$ cat config.mk
export PLATFORM = sky130hd
export DESIGN_NAME = wiscsc15_pipe_ctrl
export DESIGN_NICKNAME = d
export VERILOG_FILES = /design/src/rtl/wiscsc15_pipe_ctrl.sv
export SDC_FILE = /design/constraint.sdc
export NUM_CORES = 1
export LEC_CHECK = 0
export BUFFER_PORTS_ARGS = -buffer_cell sky130_fd_sc_hd__buf_4
export CAP_MARGIN = 5
export CORE_ASPECT_RATIO = 1.1
export CORE_MARGIN = 5
export CORE_UTILIZATION = 49
export CTS_CLUSTER_SIZE = 30
export DETAILED_ROUTE_END_ITERATION = 12
export MAX_ROUTING_LAYER = met4
export PLACE_DENSITY = 0.7
export SLEW_MARGIN = 20
export SYNTH_ARGS = -nofsm -noshare
export SYNTH_HDL_FRONTEND = slang
export SYNTH_SLANG_ARGS = --single-unit
$ cat constraint.sdc
create_clock -name clk -period 6.11 [get_ports clk]
set_input_delay 1.222 -clock clk [delete_from_list [all_inputs] [get_ports clk]]
set_output_delay 1.222 -clock clk [all_outputs]
set_load 0.1 [all_outputs]
$ cat src/rtl/wiscsc15_pipe_ctrl.sv
// WISC-SC15 pipelined control unit: ID decode, ID/EX, EX/MEM and MEM/WB control
// registers, hazard detection, redirect flush and data-memory wait freeze.
// Optional build macro: FORWARD_EN (adds fwd_a/fwd_b and keeps only load-use stalls).

package wiscsc15_pipe_ctrl_pkg;

  typedef struct packed {
    logic       pc_src;
    logic       sel_call;
    logic       sel_branch;
    logic       alu_src1;
    logic [1:0] alu_src2;
    logic [2:0] aluop;
  } ex_ctrl_t;

  typedef struct packed {
    logic dm_read;
    logic dm_write;
  } mem_ctrl_t;

  typedef struct packed {
    logic       rf_w;
    logic       rf_wsrc;
    logic [1:0] rf_data;
  } wb_ctrl_t;

  // rf_data 11 selects the ALU result; rf_wsrc 1 writes rd, 0 writes the stack pointer
  localparam wb_ctrl_t WB_RESET = '{rf_w: 1'b0, rf_wsrc: 1'b0, rf_data: 2'b11};
  localparam wb_ctrl_t WB_ALU   = '{rf_w: 1'b1, rf_wsrc: 1'b1, rf_data: 2'b11};
  localparam wb_ctrl_t WB_MEM   = '{rf_w: 1'b1, rf_wsrc: 1'b1, rf_data: 2'b00};
  localparam wb_ctrl_t WB_LHB   = '{rf_w: 1'b1, rf_wsrc: 1'b1, rf_data: 2'b01};
  localparam wb_ctrl_t WB_LLB   = '{rf_w: 1'b1, rf_wsrc: 1'b1, rf_data: 2'b10};
  localparam wb_ctrl_t WB_SP    = '{rf_w: 1'b1, rf_wsrc: 1'b0, rf_data: 2'b11};

  // register-file read source select per port
  localparam logic [1:0] SRC_NONE = 2'b00;
  localparam logic [1:0] SRC_RS   = 2'b01;
  localparam logic [1:0] SRC_SP   = 2'b10;

  localparam logic [3:0] OP_ILL = 4'b1111;

endpackage

module wiscsc15_pipe_ctrl
  import wiscsc15_pipe_ctrl_pkg::*;
#(
  parameter int unsigned RA_W      = 4,
  parameter int unsigned SP_IDX    = 15,
  parameter int unsigned FLUSH_CYC = 1
) (
  input  logic            clk,
  input  logic            rst_n,
  input  logic            id_valid,
  input  logic [3:0]      id_opcode,
  input  logic [RA_W-1:0] id_rs1,
  input  logic [RA_W-1:0] id_rs2,
  input  logic [RA_W-1:0] id_rd,
  input  logic            ex_branch_taken,
  input  logic            dm_ready,
  output logic [3:0]      id_rf_rsrc,
  output logic            stall_if,
  output logic            flush_id,
  output logic [8:0]      ex_ctrl,
  output logic [1:0]      mem_ctrl,
  output logic [3:0]      wb_ctrl,
  output logic [RA_W-1:0] wb_rd,
  output logic            illegal_op
`ifdef FORWARD_EN
  ,
  output logic [1:0]      fwd_a,
  output logic [1:0]      fwd_b
`endif
);

  localparam int unsigned CNT_W = 2;

  ex_ctrl_t        dec_ex;
  mem_ctrl_t       dec_mem;
  wb_ctrl_t        dec_wb;
  logic [RA_W-1:0] dec_rd;
  logic [1:0]      rsrc1;
  logic [1:0]      rsrc2;

  ex_ctrl_t        e_ex;
  mem_ctrl_t       e_mem;
  wb_ctrl_t        e_wb;
  logic [RA_W-1:0] e_rd;
  mem_ctrl_t       m_mem;
  wb_ctrl_t        m_wb;
  logic [RA_W-1:0] m_rd;
  wb_ctrl_t        w_wb;
  logic [RA_W-1:0] w_rd;

  logic [CNT_W-1:0] flush_cnt;

  logic            use_a;
  logic            use_b;
  logic [RA_W-1:0] src_a;
  logic [RA_W-1:0] src_b;
  logic            mem_stall;
  logic            redirect;
  logic            flush_act;
  logic            hazard;
  logic            take_id;

  // true when a used ID source reads a live, non-r0 destination of some stage
  function automatic logic hit(input logic en, input logic [RA_W-1:0] src,
                               input logic w, input logic [RA_W-1:0] rd);
    return en && w && (rd != '0) && (rd == src);
  endfunction

  // ID-stage opcode decode into per-stage control bundles and source usage
  always_comb begin
    dec_ex  = '0;
    dec_mem = '0;
    dec_wb  = '0;
    dec_rd  = '0;
    rsrc1   = SRC_NONE;
    rsrc2   = SRC_NONE;
    case (id_opcode)
      4'b0000, 4'b0001, 4'b0010, 4'b0011: begin
        dec_ex.aluop = id_opcode[2:0];
        dec_wb       = WB_ALU;
        dec_rd       = id_rd;
        rsrc1        = SRC_RS;
        rsrc2        = SRC_RS;
      end
      4'b0100: begin
        dec_ex.alu_src2 = 2'b10;
        dec_wb          = WB_ALU;
        dec_rd          = id_rd;
        rsrc1           = SRC_RS;
      end
      4'b0101, 4'b0110, 4'b0111: begin
        dec_ex.alu_src2 = 2'b01;
        dec_ex.aluop    = id_opcode[2:0];
        dec_wb          = WB_ALU;
        dec_rd          = id_rd;
        rsrc1           = SRC_RS;
      end
      4'b1000: begin
        dec_ex.alu_src1 = 1'b1;
        dec_ex.alu_src2 = 2'b11;
        dec_mem.dm_read = 1'b1;
        dec_wb          = WB_MEM;
        dec_rd          = id_rd;
        rsrc1           = SRC_RS;
      end
      4'b1001: begin
        dec_mem.dm_write = 1'b1;
        rsrc1            = SRC_RS;
        rsrc2            = SRC_RS;
      end
      4'b1010: begin
        dec_wb = WB_LHB;
        dec_rd = id_rd;
        rsrc1  = SRC_RS;
      end
      4'b1011: begin
        dec_wb = WB_LLB;
        dec_rd = id_rd;
        rsrc1  = SRC_RS;
      end
      4'b1100: begin
        dec_ex.sel_branch = 1'b1;
      end
      4'b1101: begin
        dec_ex.sel_call  = 1'b1;
        dec_ex.aluop     = 3'b001;
        dec_mem.dm_write = 1'b1;
        dec_wb           = WB_SP;
        dec_rd           = RA_W'(SP_IDX);
        rsrc1            = SRC_SP;
      end
      4'b1110: begin
        dec_ex.pc_src   = 1'b1;
        dec_ex.aluop    = 3'b000;
        dec_mem.dm_read = 1'b1;
        dec_wb          = WB_SP;
        dec_rd          = RA_W'(SP_IDX);
        rsrc1           = SRC_SP;
      end
      default: ;
    endcase
  end

  assign id_rf_rsrc = {rsrc1, rsrc2};
  assign src_a      = (rsrc1 == SRC_SP) ? RA_W'(SP_IDX) : id_rs1;
  assign src_b      = id_rs2;
  assign use_a      = id_valid && (rsrc1 != SRC_NONE);
  assign use_b      = id_valid && (rsrc2 != SRC_NONE);

  assign mem_stall = (m_mem.dm_read || m_mem.dm_write) && !dm_ready;
  assign redirect  = (e_ex.sel_branch && ex_branch_taken) || e_ex.sel_call || e_ex.pc_src;
  assign flush_act = redirect || (flush_cnt != '0);

  // data-hazard detection against instructions still ahead of ID
  always_comb begin
    hazard = 1'b0;
`ifdef FORWARD_EN
    hazard = e_mem.dm_read &&
             (hit(use_a, src_a, e_wb.rf_w, e_rd) || hit(use_b, src_b, e_wb.rf_w, e_rd));
`else
    hazard = hit(use_a, src_a, e_wb.rf_w, e_rd) || hit(use_b, src_b, e_wb.rf_w, e_rd) ||
             hit(use_a, src_a, m_wb.rf_w, m_rd) || hit(use_b, src_b, m_wb.rf_w, m_rd) ||
             hit(use_a, src_a, w_wb.rf_w, w_rd) || hit(use_b, src_b, w_wb.rf_w, w_rd);
`endif
  end

  // memory wait dominates; an active flush masks hazards on the wrong-path ID
  assign stall_if = mem_stall || (!flush_act && hazard);
  assign flush_id = !mem_stall && flush_act;
  assign take_id  = id_valid && !flush_act && !hazard;

  // flush down-counter: covers the cycles after the redirect cycle itself
  always_ff @(posedge clk or negedge rst_n) begin
    if (!rst_n) begin
      flush_cnt <= '0;
    end else if (!mem_stall) begin
      if (redirect) begin
        flush_cnt <= CNT_W'(FLUSH_CYC - 1);
      end else if (flush_cnt != '0) begin
        flush_cnt <= flush_cnt - CNT_W'(1);
      end
    end
  end

  // pipeline control registers; a memory wait freezes EX/MEM and bubbles WB
  always_ff @(posedge clk or negedge rst_n) begin
    if (!rst_n) begin
      e_ex       <= '0;
      e_mem      <= '0;
      e_wb       <= '0;
      e_rd       <= '0;
      m_mem      <= '0;
      m_wb       <= '0;
      m_rd       <= '0;
      w_wb       <= WB_RESET;
      w_rd       <= '0;
      illegal_op <= 1'b0;
    end else if (mem_stall) begin
      w_wb       <= '0;
      w_rd       <= '0;
      illegal_op <= 1'b0;
    end else begin
      e_ex       <= take_id ? dec_ex  : '0;
      e_mem      <= take_id ? dec_mem : '0;
      e_wb       <= take_id ? dec_wb  : '0;
      e_rd       <= take_id ? dec_rd  : '0;
      m_mem      <= e_mem;
      m_wb       <= e_wb;
      m_rd       <= e_rd;
      w_wb       <= m_wb;
      w_rd       <= m_rd;
      illegal_op <= take_id && (id_opcode == OP_ILL);
    end
  end

`ifdef FORWARD_EN
  // operand bypass select for the instruction entering EX; youngest writer wins
  always_ff @(posedge clk or negedge rst_n) begin
    if (!rst_n) begin
      fwd_a <= 2'b00;
      fwd_b <= 2'b00;
    end else if (!mem_stall) begin
      if (!take_id) begin
        fwd_a <= 2'b00;
        fwd_b <= 2'b00;
      end else begin
        fwd_a <= hit(use_a, src_a, e_wb.rf_w, e_rd) ? 2'b01 :
                 hit(use_a, src_a, m_wb.rf_w, m_rd) ? 2'b10 : 2'b00;
        fwd_b <= hit(use_b, src_b, e_wb.rf_w, e_rd) ? 2'b01 :
                 hit(use_b, src_b, m_wb.rf_w, m_rd) ? 2'b10 : 2'b00;
      end
    end
  end
`endif

  assign ex_ctrl  = e_ex;
  assign mem_ctrl = m_mem;
  assign wb_ctrl  = w_wb;
  assign wb_rd    = w_rd;

endmodule
Word-level counts from Yosys, hierarchy flattened. Cells that the tools add are included.

Register bits: 40. Bits of input ports: 21. Output and inout port bits: 26. Logic and storage cells: 129.

$add $sub $neg: 1. Eq/ne operators: 22. Muxes and demuxes: 22. Bitwise gates (word level): 1. Reductions and logical operators: 59.

Operators by type and width (number): equality test 4 bit, second input constant (8); logical AND 1 bit (27); equality test 4 bit (6); two-way mux 4 bit (5); one-hot mux 4 bit (5 select lines) (1); equality test 4 x 3 -> 1 bit, second input constant (4); nonzero test 4 bit (3); OR reduction 12 bit (1); OR reduction 11 bit (1); logical OR 1 bit (10); two-way mux 9 bit (1); equality test 4 x 2 -> 1 bit, second input constant (2); two-way mux 1 bit (8); one-hot mux 4 bit (2 select lines) (1); nonzero test 2 bit (4); OR reduction 8 bit (1); OR reduction 7 bit (1); two-way mux 2 bit (3); one-hot mux 2 bit (3 select lines) (1); one-hot mux 3 bit (2 select lines) (1); OR reduction 2 bit (3); OR reduction 5 bit (1); equality test 4 x 1 -> 1 bit, second input constant (1); zero test 1 bit (4); 7 further kinds (7).

Depth between registers and ports, before layout. Gate-level depths: netlist of run 1.

Depth in word-level cells: 17. Gate-level depth with buffers: 9. Depth with buffers taken out: 7.

Worst setup path before layout of run 1. No wires, ideal clock.

Path type: input port to output port. Start point: input id_opcode[1]. End point: output stall_if. Arrival: 4483 ps. Required time: 4888 ps. Path slack: 405 ps. Stages: 7. Path buffers: 1. Cell sequence: buf_2 -> nor2b_1 -> inv_1 -> a21oi_1 -> o211ai_1 -> nand3_1 -> o21a_1.

Longest elaborated chain between the ends: 15. Elaborated cells between the ends (all ways): 53. Those cells by class: 17 x eq/ne; 3 x mux; 33 x reduce/logical.

RTL lines: start, declared (RTL line 54) `input logic [3:0] id_opcode,`; equality test 4 bit (tied with other cells) (RTL line 120) `case (id_opcode)`; OR reduction 5 bit (no line) *; two-way mux 1 bit * (RTL line 120); named net id_rf_rsrc[0] (RTL line 60) `output logic [3:0] id_rf_rsrc,`; nonzero test 2 bit * (RTL line 191) `assign use_b = id_valid && (rsrc2 != SRC_NONE);`; logical AND 1 bit * (RTL line 191); logical AND 1 bit (3 in series) (RTL line 109) `return en && w && (rd != '0) && (rd == src);`; logical OR 1 bit (2 in series) (RTL line 204) `hazard = hit(use_a, src_a, e_wb.rf_w, e_rd) || hit(use_b, src_b, e_wb.rf_w, e_rd) ||`; logical OR 1 bit (2 in series) (RTL line 205) `hit(use_a, src_a, m_wb.rf_w, m_rd) || hit(use_b, src_b, m_wb.rf_w, m_rd) ||`; logical OR 1 bit * (RTL line 206) `hit(use_a, src_a, w_wb.rf_w, w_rd) || hit(use_b, src_b, w_wb.rf_w, w_rd);`; logical AND 1 bit * (RTL line 211) `assign stall_if = mem_stall || (!flush_act && hazard);`; logical OR 1 bit * (RTL line 211); end, declared (RTL line 61) `output logic stall_if,`.

The timed path passes the listed nets; every way through them passes the cells marked *.

Worst setup path after layout of run 1.
Start point: input id_opcode[2]. End point: output stall_if.

Longest elaborated chain between the ends: 15. Elaborated cells between the ends (all ways): 53. Those cells by class: 17 x eq/ne; 3 x mux; 33 x reduce/logical.

RTL lines (RTL line): branches (longest 12 deep; another with OR reduction 12 bit); logical OR 1 bit * (206); logical AND 1 bit * (211); logical OR 1 bit * (211).

Every way passes the cells marked *.

==> results of run 1 <==
-- flip-flops by register name (all words and copies together) (netlist names) --
| register | flops |
|---|---|
| e_mem | 2 |
| e_rd | 4 |
| e_wb | 4 |
| ex_ctrl | 9 |
| flush_cnt | 2 |
| illegal_op | 1 |
| m_rd | 4 |
| m_wb | 4 |
| mem_ctrl | 2 |
| wb_ctrl | 4 |
| wb_rd | 4 |
-- metrics by stage --
stage                     utilization (%)  total power (W)  hold WS, ns  worst slack (ns)  std cells
final                                58.9         0.000871        0.457              1.84        349
after global routing                 58.9         0.000920        0.494              1.76        349
after CTS                            58.9         0.000881        0.464              1.86        349
after detailed placement             57.2         0.000708        0.447              1.86        341
after global placement               57.2         0.000702        0.443              1.89        341
after floorplan                         -         0.000625        0.430             0.405        256
-- logic make-up after synthesis --
group,after synthesis,synth area share (%)
DFF,40,43.8
AOI/OAI and AO/OA,63,20.0
buffers and inverters,28,5.58
xor gates and xnor gates,20,7.98
other,1,0.164
and+or+nand+nor,103,21.9
adders and majority gates,1,0.547
-- layer usage --
| metal | global-route usage, % | part of all wire, % | wire [µm] | up-vias |
|---|---|---|---|---|
| met5 | - | 0 | 0 | - |
| met3 | 4.16 | 5.4 | 301 | 10 |
| li1 | - | - | - | 944 |
| met4 | 6.82 | 1.3 | 74 | 0 |
| met1 | 26.5 | 45 | 2530 | 903 |
| met2 | 30.9 | 48 | 2660 | 51 |
-- worst register-to-register path, cell delays in order (launching register included) --
cell and delay (ns):
dfrtp_1 0.48, o41ai_1 0.58, a221o_1 0.19, a211oi_1 0.05, a32oi_2 0.28, nand4_4 0.36, o31ai_1 0.32
-- final cells by class --
class | count | area, µm² | area share [%]
clock inverters | 1 | 5.00 | 0.185
repair buffers | 46 | 345 | 12.8
well taps | 56 | 70.1 | 2.59
flip-flops and latches | 40 | 1000 | 37.1
multi-input cells | 188 | 1160 | 42.9
clock buffers | 7 | 76.3 | 2.82
inverters | 11 | 43.8 | 1.62
-- final timing paths --
| path | depth (start not counted) | to | start | slack [ns] |
|---|---|---|---|---|
| worst max-delay path | 9 | stall_if | id_opcode[2] | 1.84 |
| worst min-delay path | 2 | m_wb[2] | m_wb[2] | 0.46 |
| worst max register to register | 6 | ex_ctrl[8] | e_rd[0] | 3.76 |
| worst min register to register | 2 | m_wb[2] | m_wb[2] | 0.46 |
| max in group asynchronous | 1 | wb_ctrl[1] | rst_n | 4.84 |
| min in group asynchronous | 1 | ex_ctrl[0] | rst_n | 0.90 |
-- cell usage after synthesis, types with 2 or more instances --
cell	count	area (µm²)
dfrtp_1	38	951
nand3_1	3	15.0
a211oi_1	2	15.0
and2_1	12	75.1
o21ai_2	8	70.1
o41ai_1	3	26.3
nand2b_1	3	18.8
o31ai_1	3	22.5
o211ai_1	2	15.0
clkbuf_1	12	45.0
nor2_1	11	41.3
nand4_1	4	25.0
xnor2_1	18	158
nor4bb_1	3	30.0
buf_6	2	22.5
o221ai_1	2	17.5
nand2_1	58	218
nor2b_1	3	18.8
inv_1	9	33.8
dfstp_2	2	52.6
a221o_1	2	20.0
o22ai_2	2	25.0
a21oi_1	9	45.0
o21ai_0	14	70.1
o22ai_1	4	25.0
a22oi_1	3	22.5
-- where the power goes --
| part | internal, W | total, W | switching (W) |
|---|---|---|---|
| Clock | 0.0000802 | 0.000170 | 0.0000895 |
| Combinational | 0.0000983 | 0.000352 | 0.000254 |
| Sequential | 0.000309 | 0.000350 | 0.0000407 |
==> flow_metrics.env, run 1 <==
export IMPL_grt_pass1_vias=1840
export IMPL_initial_antenna_violation_count=0
export IMPL_finish_net_count=314
export IMPL_route_detailed_drc=0
export IMPL_clockRootBuffer="clkbuf_8"
export IMPL_postSynthRegisterBits=40
export IMPL_groute_usage_overall_pct=20.1
export IMPL_synth_async_reset_ratio_pct=100
export IMPL_rsz0062_at_grt="no"
export IMPL_vias_per_cell=5.47
export IMPL_syn2layout_area_growth_pct=18.2
export IMPL_syn_nets=278
export IMPL_period_minus_slack_ns=4.27
export IMPL_top_level_ports=47
export IMPL_synthCells=256
export IMPL_min_path_type="flop to flop"
export IMPL_power_density_cell_area_mw_per_mm2=322
export IMPL_worst_clock_skew_ns=0.00742
export IMPL_final_antenna_net_count=0
export IMPL_synth_ff_type="dfrtp_1"
export IMPL_vias=1908
export IMPL_final_cell_mix="58 x nand2_1, 46 x buf_4, 38 x dfrtp_1, 18 x xnor2_1, 14 x o21ai_0"
export IMPL_maxSlewViolCount=0
export IMPL_die_width_um=75.2
export IMPL_timing_max_cap_violations=0
export IMPL_worstPathArrival_ns=3.05
export IMPL_fmax_ghz=0.234
export IMPL_mostFrequentLayoutCell="nand2_1"
export IMPL_tritoncts_clock_tree="built"
export IMPL_synthesis_area_per_instance_um2=8.94
export IMPL_finalWirelength_um=5560
export IMPL_cpLargestDelayFamily="compound AO/OA/AOI/OAI gates"
export IMPL_dpl_instance_area_mm2=0.00262
export IMPL_end_kind="primary output"
export IMPL_ys_seq_area_share_pct=43.8
export IMPL_worst_endpoint_required_ns=4.89
export IMPL_design_core_area_mm2=0.00459
export IMPL_hpwlAfterDp_um=4020
export IMPL_post_cts_resized=0
export IMPL_clock_tree_htree_level_count=2
export IMPL_clk_pin_slew_ns=0.07
export IMPL_critical_path_max_stage_delay_ns=0.35
export IMPL_drt_first_iter_violations=103
export IMPL_grt_pass1_wl_um=8990
export IMPL_finalWeightedCongestion=0.890
export IMPL_cts_max_path_buffers=2
export IMPL_critical_path_buf_inv_count=3
export IMPL_worst_ir_drop_vdd_v=0.000151
export IMPL_crit_path_start_kind="input pin"
export IMPL_post_drt_wl_per_cell_um=15.9
export IMPL_initial_utilization_pct=49.9
export IMPL_numCtsBuffers=5
export IMPL_gr_total_overflow=0
export IMPL_layout_drive_gt1_share_pct=24.6
export IMPL_grt_max_degree=41
export IMPL_synth_edf_count=0
export IMPL_crit_type="input pin to primary output"
export IMPL_clk_latency_ns=0.29
export IMPL_timing_hold_violations_final=0
export IMPL_postCtsSetupBuffers=0
export IMPL_critical_path_most_common_cell="buf_4"
export IMPL_timing_worst_slew_pin_value_ns=0.644
export IMPL_ys_warnings_count=0
export IMPL_clock_sinks=40
export IMPL_worstPathCellList="buf_4 -> and2_2 -> nand2_1 -> inv_2 -> a221o_1 -> a32oi_2 -> nand3_1 -> o21a_1 -> buf_4"
export IMPL_post_synth_instance_area_mm2=0.00229
export IMPL_floorplan_rows=26
export IMPL_final_setup_viol_count=0
export IMPL_finalCritPeriodShare_pct=69.8
export IMPL_final_design_area_no_fill_mm2=0.00270
export IMPL_timing_slew_headroom_pct=56.6
export IMPL_synth_cell_types=50
export IMPL_critical_path_slowest_cell="a221o_1"
export IMPL_placement_io_buffers=45
export IMPL_dr_pass1_iters=4
export IMPL_antennaDiodeCount=0
export IMPL_run_status="completed"
export IMPL_path_max_fanout=11
export IMPL_die_h_um=81.7
export IMPL_setup_tns_ns=0
export IMPL_total_die_area_mm2=0.00614
export IMPL_p_leak_nw=1.23
export IMPL_number_of_fill_cells=406
export IMPL_cts_hold_buf=0
Power figures use the tool's default switching activity.
==> run 2, diff against run 1 <==
Clock period 6.11 ns to 4.4 ns, I/O delays scaled along.
==> run 2 against run 1 <==
Effect of this change:
- clock skew shrank 0.0019 ns
- clock-buffer cell count shrank 1
- critical path depth is the same
- core utilization grew 0.35 points
- sequential power grew 38%
- non-clock buffer count is the same
- final area grew 0.60%
- worst setup slack lost 1.0 ns
- largest cell class unchanged
==> flow_metrics.env, run 2 (synthesis results as in run 1) <==
export IMPL_finish_net_count=314
export IMPL_worstPathCellList="buf_4 -> and2_2 -> inv_4 -> o311ai_1 -> o221ai_1 -> a32oi_2 -> nand3_1 -> o21a_1 -> buf_4"
export IMPL_multi_input_area_mm2=0.00116
export IMPL_path_max_fanout=12
export IMPL_clk_latency_ns=0.29
export IMPL_grt_pass1_vias=1903
export IMPL_numCtsBuffers=5
export IMPL_fmax_ghz=0.280
export IMPL_placement_io_buffers=45
export IMPL_layout_drive_gt1_share_pct=25.3
export IMPL_critical_path_slowest_cell="o311ai_1"
export IMPL_finalWeightedCongestion=0.944
export IMPL_final_setup_viol_count=0
export IMPL_vias=1956
export IMPL_seqCellArea_mm2=0.00100
export IMPL_timing_hold_violations_final=0
export IMPL_clock_sinks=40
export IMPL_mostFrequentLayoutCell="nand2_1"
export IMPL_final_cell_mix="58 x nand2_1, 46 x buf_4, 38 x dfrtp_1, 18 x xnor2_1, 14 x o21ai_0"
export IMPL_vias_per_cell=5.60
export IMPL_stdcell_count=349
export IMPL_crit_type="input pin to primary output"
export IMPL_timing_slew_headroom_pct=62.3
export IMPL_min_path_type="flop to flop"
export IMPL_p_leak_nw=1.24
export IMPL_cts_hold_buf=0
export IMPL_post_place_cells=341
export IMPL_final_core_util_pct=59.3
export IMPL_drt_first_iter_violations=147
export IMPL_groute_usage_overall_pct=20.3
export IMPL_initial_utilization_pct=49.9
export IMPL_tritoncts_clock_tree="built"
export IMPL_grt_pass1_wl_um=9190
export IMPL_crit_path_start_kind="input pin"
export IMPL_final_hold_worst_slack_ns=0.467
export IMPL_grt_max_degree=41
export IMPL_clock_tree_htree_level_count=2
export IMPL_worstPathArrival_ns=2.69
export IMPL_gr_total_overflow=0
export IMPL_period_minus_slack_ns=3.57
export IMPL_worst_endpoint_required_ns=3.52
export IMPL_final_antenna_net_count=0
export IMPL_syn2layout_area_growth_pct=18.9
export IMPL_die_width_um=75.2
export IMPL_top_level_ports=47
export IMPL_run_status="completed"
export IMPL_rsz0062_at_grt="no"
export IMPL_postCtsSetupBuffers=0
export IMPL_worst_ir_drop_vdd_v=0.000207
export IMPL_finalWirelength_um=5500
export IMPL_critical_path_max_stage_delay_ns=0.33
export IMPL_floorplan_rows=26
export IMPL_design_core_area_mm2=0.00459
export IMPL_timing_max_cap_violations=0
export IMPL_number_of_fill_cells=425
export IMPL_end_kind="primary output"
export IMPL_post_drt_wl_per_cell_um=15.8
export IMPL_total_die_area_mm2=0.00614
export IMPL_setup_tns_ns=0
export IMPL_finalCritPeriodShare_pct=81.1
export IMPL_timing_worst_slew_pin_value_ns=0.559
export IMPL_post_cts_resized=0
export IMPL_hpwlAfterDp_um=4000
export IMPL_maxSlewViolCount=0
export IMPL_clk_pin_slew_ns=0.08
export IMPL_worst_clock_skew_ns=0.00554
export IMPL_antennaDiodeCount=0
export IMPL_power_density_cell_area_mw_per_mm2=453
export IMPL_initial_antenna_violation_count=0
export IMPL_route_detailed_drc=0
export IMPL_largest_register_ffs=9
export IMPL_clockRootBuffer="clkbuf_8"
export IMPL_critical_path_most_common_cell="buf_4"
export IMPL_dr_pass1_iters=5
export IMPL_die_h_um=81.7
export IMPL_cts_max_path_buffers=2
-- run 2: where the power goes --
| group | switching (W) | leakage, nW | internal (W) | total [W] |
|---|---|---|---|---|
| logic | 0.000351 | 0.654 | 0.000136 | 0.000488 |
| clock network | 0.000131 | 0.0516 | 0.000128 | 0.000260 |
| registers | 0.0000557 | 0.539 | 0.000429 | 0.000484 |
-- run 2: path summary, 6_finish.rpt --
kind	startpoint	to	slack, ns	cells past startpoint
max	id_opcode[3]	stall_if	0.83	9
min reg2reg	m_wb[2]	m_wb[2]	0.47	2
min in group asynchronous	rst_n	e_mem[1]	0.55	1
min	m_wb[2]	m_wb[2]	0.47	2
max in group asynchronous	rst_n	wb_ctrl[0]	3.48	1
max reg2reg	e_rd[0]	ex_ctrl[8]	2.05	6
-- run 2: per-stage QoR --
step                cell area, µm²  worst slack (ns)  power, W
global placement              2620             0.865  0.000973
floorplan                     2290             0.126  0.000868
finish                        2720             0.832   0.00123
detailed placement            2620             0.848  0.000982
global route                  2720             0.709   0.00130
CTS                           2720             0.826   0.00124
-- run 2: cell type report --
cell class	instances	area share [%]
clock buffers	6	3.04
multi-input cells	188	42.7
flip-flops and latches	40	36.9
inverters	11	1.61
repair buffers	46	12.7
clock inverters	2	0.506
well taps	56	2.58
-- run 2: metal layers --
metal	global-route usage [%]	share of wire, %	up-vias
li1	-	-	948
met1	26.2	44	939
met2	32.1	48	62
met3	3.67	6.3	7
met4	7.17	1.6	0
met5	-	0	-
-- run 2: critical path: cells and delay by family --
kind	cells	cell delay, ns
compound gates	4	0.96
buf+inv	3	0.44
simple gates	2	0.40
==> run 3, diff against run 2 <==
Settings changed: PLACE_DENSITY 0.7 to 0.72.
Clock period 4.4 ns to 3.1 ns, I/O delays scaled along.
==> run 3 against run 2 <==
Effect of this change:
- die area is the same
- critical path depth is the same
- hold slack lost 0.17 ns
- power grew 47%
- combinational power grew 45%
- sequential share of layout area shrank 1.2 points
- routed wire length grew 1.5%
- final cell count grew 1.4%
- clock-buffer cell count is the same
==> flow_metrics.env, run 3 (synthesis results as in run 1) <==
export IMPL_clk_latency_ns=0.29
export IMPL_seqCellArea_mm2=0.00100
export IMPL_path_max_fanout=12
export IMPL_final_cell_mix="58 x nand2_1, 51 x buf_4, 38 x dfrtp_1, 18 x xnor2_1, 14 x o21ai_0"
export IMPL_design_core_area_mm2=0.00459
export IMPL_setup_tns_ns=0
export IMPL_worst_endpoint_required_ns=2.48
export IMPL_vias=1973
export IMPL_layout_drive_gt1_share_pct=27.9
export IMPL_post_place_cells=346
export IMPL_timing_worst_slew_pin_value_ns=0.786
export IMPL_crit_type="input pin to primary output"
export IMPL_critical_path_most_common_cell="buf_4"
export IMPL_gr_total_overflow=0
export IMPL_timing_hold_violations_final=0
export IMPL_critical_path_slowest_cell="o21ai_0"
export IMPL_critical_path_max_stage_delay_ns=0.32
export IMPL_final_setup_viol_count=0
export IMPL_die_width_um=75.2
export IMPL_placement_setup_worst_slack_ns=0.118
export IMPL_worstPathArrival_ns=2.36
export IMPL_cts_max_path_buffers=2
export IMPL_cts_hold_buf=0
export IMPL_min_path_type="input pin to async pin"
export IMPL_finish_net_count=319
export IMPL_period_minus_slack_ns=2.98
export IMPL_syn2layout_area_growth_pct=22.7
export IMPL_post_cts_resized=0
export IMPL_grt_max_degree=41
export IMPL_drt_first_iter_violations=98
export IMPL_numCtsBuffers=5
export IMPL_post_drt_wl_per_cell_um=15.8
export IMPL_critical_path_buf_inv_count=3
export IMPL_post_route_worst_setup_slack_ns=0.123
export IMPL_route_detailed_drc=0
export IMPL_maxSlewViolCount=0
export IMPL_initial_utilization_pct=49.9
export IMPL_final_antenna_net_count=0
export IMPL_finalWirelength_um=5580
export IMPL_p_leak_nw=1.30
export IMPL_number_of_fill_cells=430
export IMPL_top_level_ports=47
export IMPL_initial_antenna_violation_count=0
export IMPL_worst_ir_drop_vdd_v=0.000306
export IMPL_crit_path_start_kind="input pin"
export IMPL_clk_pin_slew_ns=0.08
export IMPL_worst_clock_skew_ns=0.00443
export IMPL_multi_input_area_mm2=0.00120
export IMPL_grt_pass1_vias=1894
export IMPL_stdcell_count=354
export IMPL_end_kind="primary output"
export IMPL_worstPathCellList="buf_4 -> and2_2 -> inv_4 -> o21ai_0 -> nor2_1 -> a32oi_2 -> nand3_1 -> o21a_4 -> buf_4"
export IMPL_clockRootBuffer="clkbuf_8"
export IMPL_clock_tree_htree_level_count=2
export IMPL_total_die_area_mm2=0.00614
export IMPL_timing_slew_headroom_pct=47.1
export IMPL_finalWeightedCongestion=0.874
export IMPL_rsz0062_at_grt="no"
export IMPL_finalCritPeriodShare_pct=96.0
export IMPL_antennaDiodeCount=0
export IMPL_fmax_ghz=0.336
export IMPL_die_h_um=81.7
export IMPL_placement_io_buffers=45
export IMPL_hpwlAfterDp_um=4080
export IMPL_postCtsSetupBuffers=0
export IMPL_power_density_cell_area_mw_per_mm2=646
export IMPL_mostFrequentLayoutCell="nand2_1"
export IMPL_floorplan_rows=26
export IMPL_grt_pass1_wl_um=9380
export IMPL_clock_sinks=40
export IMPL_dr_pass1_iters=4
export IMPL_timing_max_cap_violations=0
export IMPL_largest_register_ffs=9
export IMPL_run_status="completed"
export IMPL_vias_per_cell=5.57
export IMPL_cpLargestDelayFamily="compound AO/OA/AOI/OAI gates"
export IMPL_tritoncts_clock_tree="built"
export IMPL_groute_usage_overall_pct=20.5
## run 3: path summary, 6_finish.rpt
kind                               from  depth (start not counted)          to  slack, ns
max                        id_opcode[3]                          9    stall_if       0.12
min                               rst_n                          1     m_wb[1]       0.30
max reg2reg                    wb_rd[2]                          7  ex_ctrl[7]       0.86
min reg2reg                     m_wb[2]                          2     m_wb[2]       0.46
max in group asynchronous         rst_n                          1  wb_ctrl[0]       2.44
min in group clk                m_wb[2]                          2     m_wb[2]       0.46
## run 3: layer usage
layer  share of wire (%)  GRT usage [%]  wire length, µm  up-vias
li1                    -              -                -      949
met3                 5.3           4.41              295        5
met1                  46           27.8             2570      965
met4                0.64           4.02               36        0
met2                  48           31.9             2680       54
met5                   0              -                0        -
## run 3: where the power goes
group          leakage [nW]  internal (W)  switching [W]
Combinational         0.703      0.000202       0.000507
Clock                0.0552      0.000239       0.000178
Sequential            0.539      0.000609      0.0000814
## run 3: cell type report
class	count	area share [%]
Clock buffer	6	2.58
Sequential cell	40	35.7
Timing Repair Buffer	51	13.6
Clock inverter	2	1.25
Multi-Input combinational cell	188	42.8
Tap cell	56	2.49
Inverter	11	1.56
## run 3: through the flow
step / cell area (µm²) / hold slack, ns / power (W) / util, %
3_5_place_dp: 2680 / 0.449 / 0.00140 / 58.4
3_3_place_gp: 2680 / 0.442 / 0.00139 / 58.4
4_1_cts: 2790 / 0.310 / 0.00182 / 60.7
6_report: 2810 / 0.296 / 0.00182 / 61.2
2_1_floorplan: 2310 / 0.324 / 0.00124 / -
5_1_grt: 2810 / 0.323 / 0.00192 / 61.2
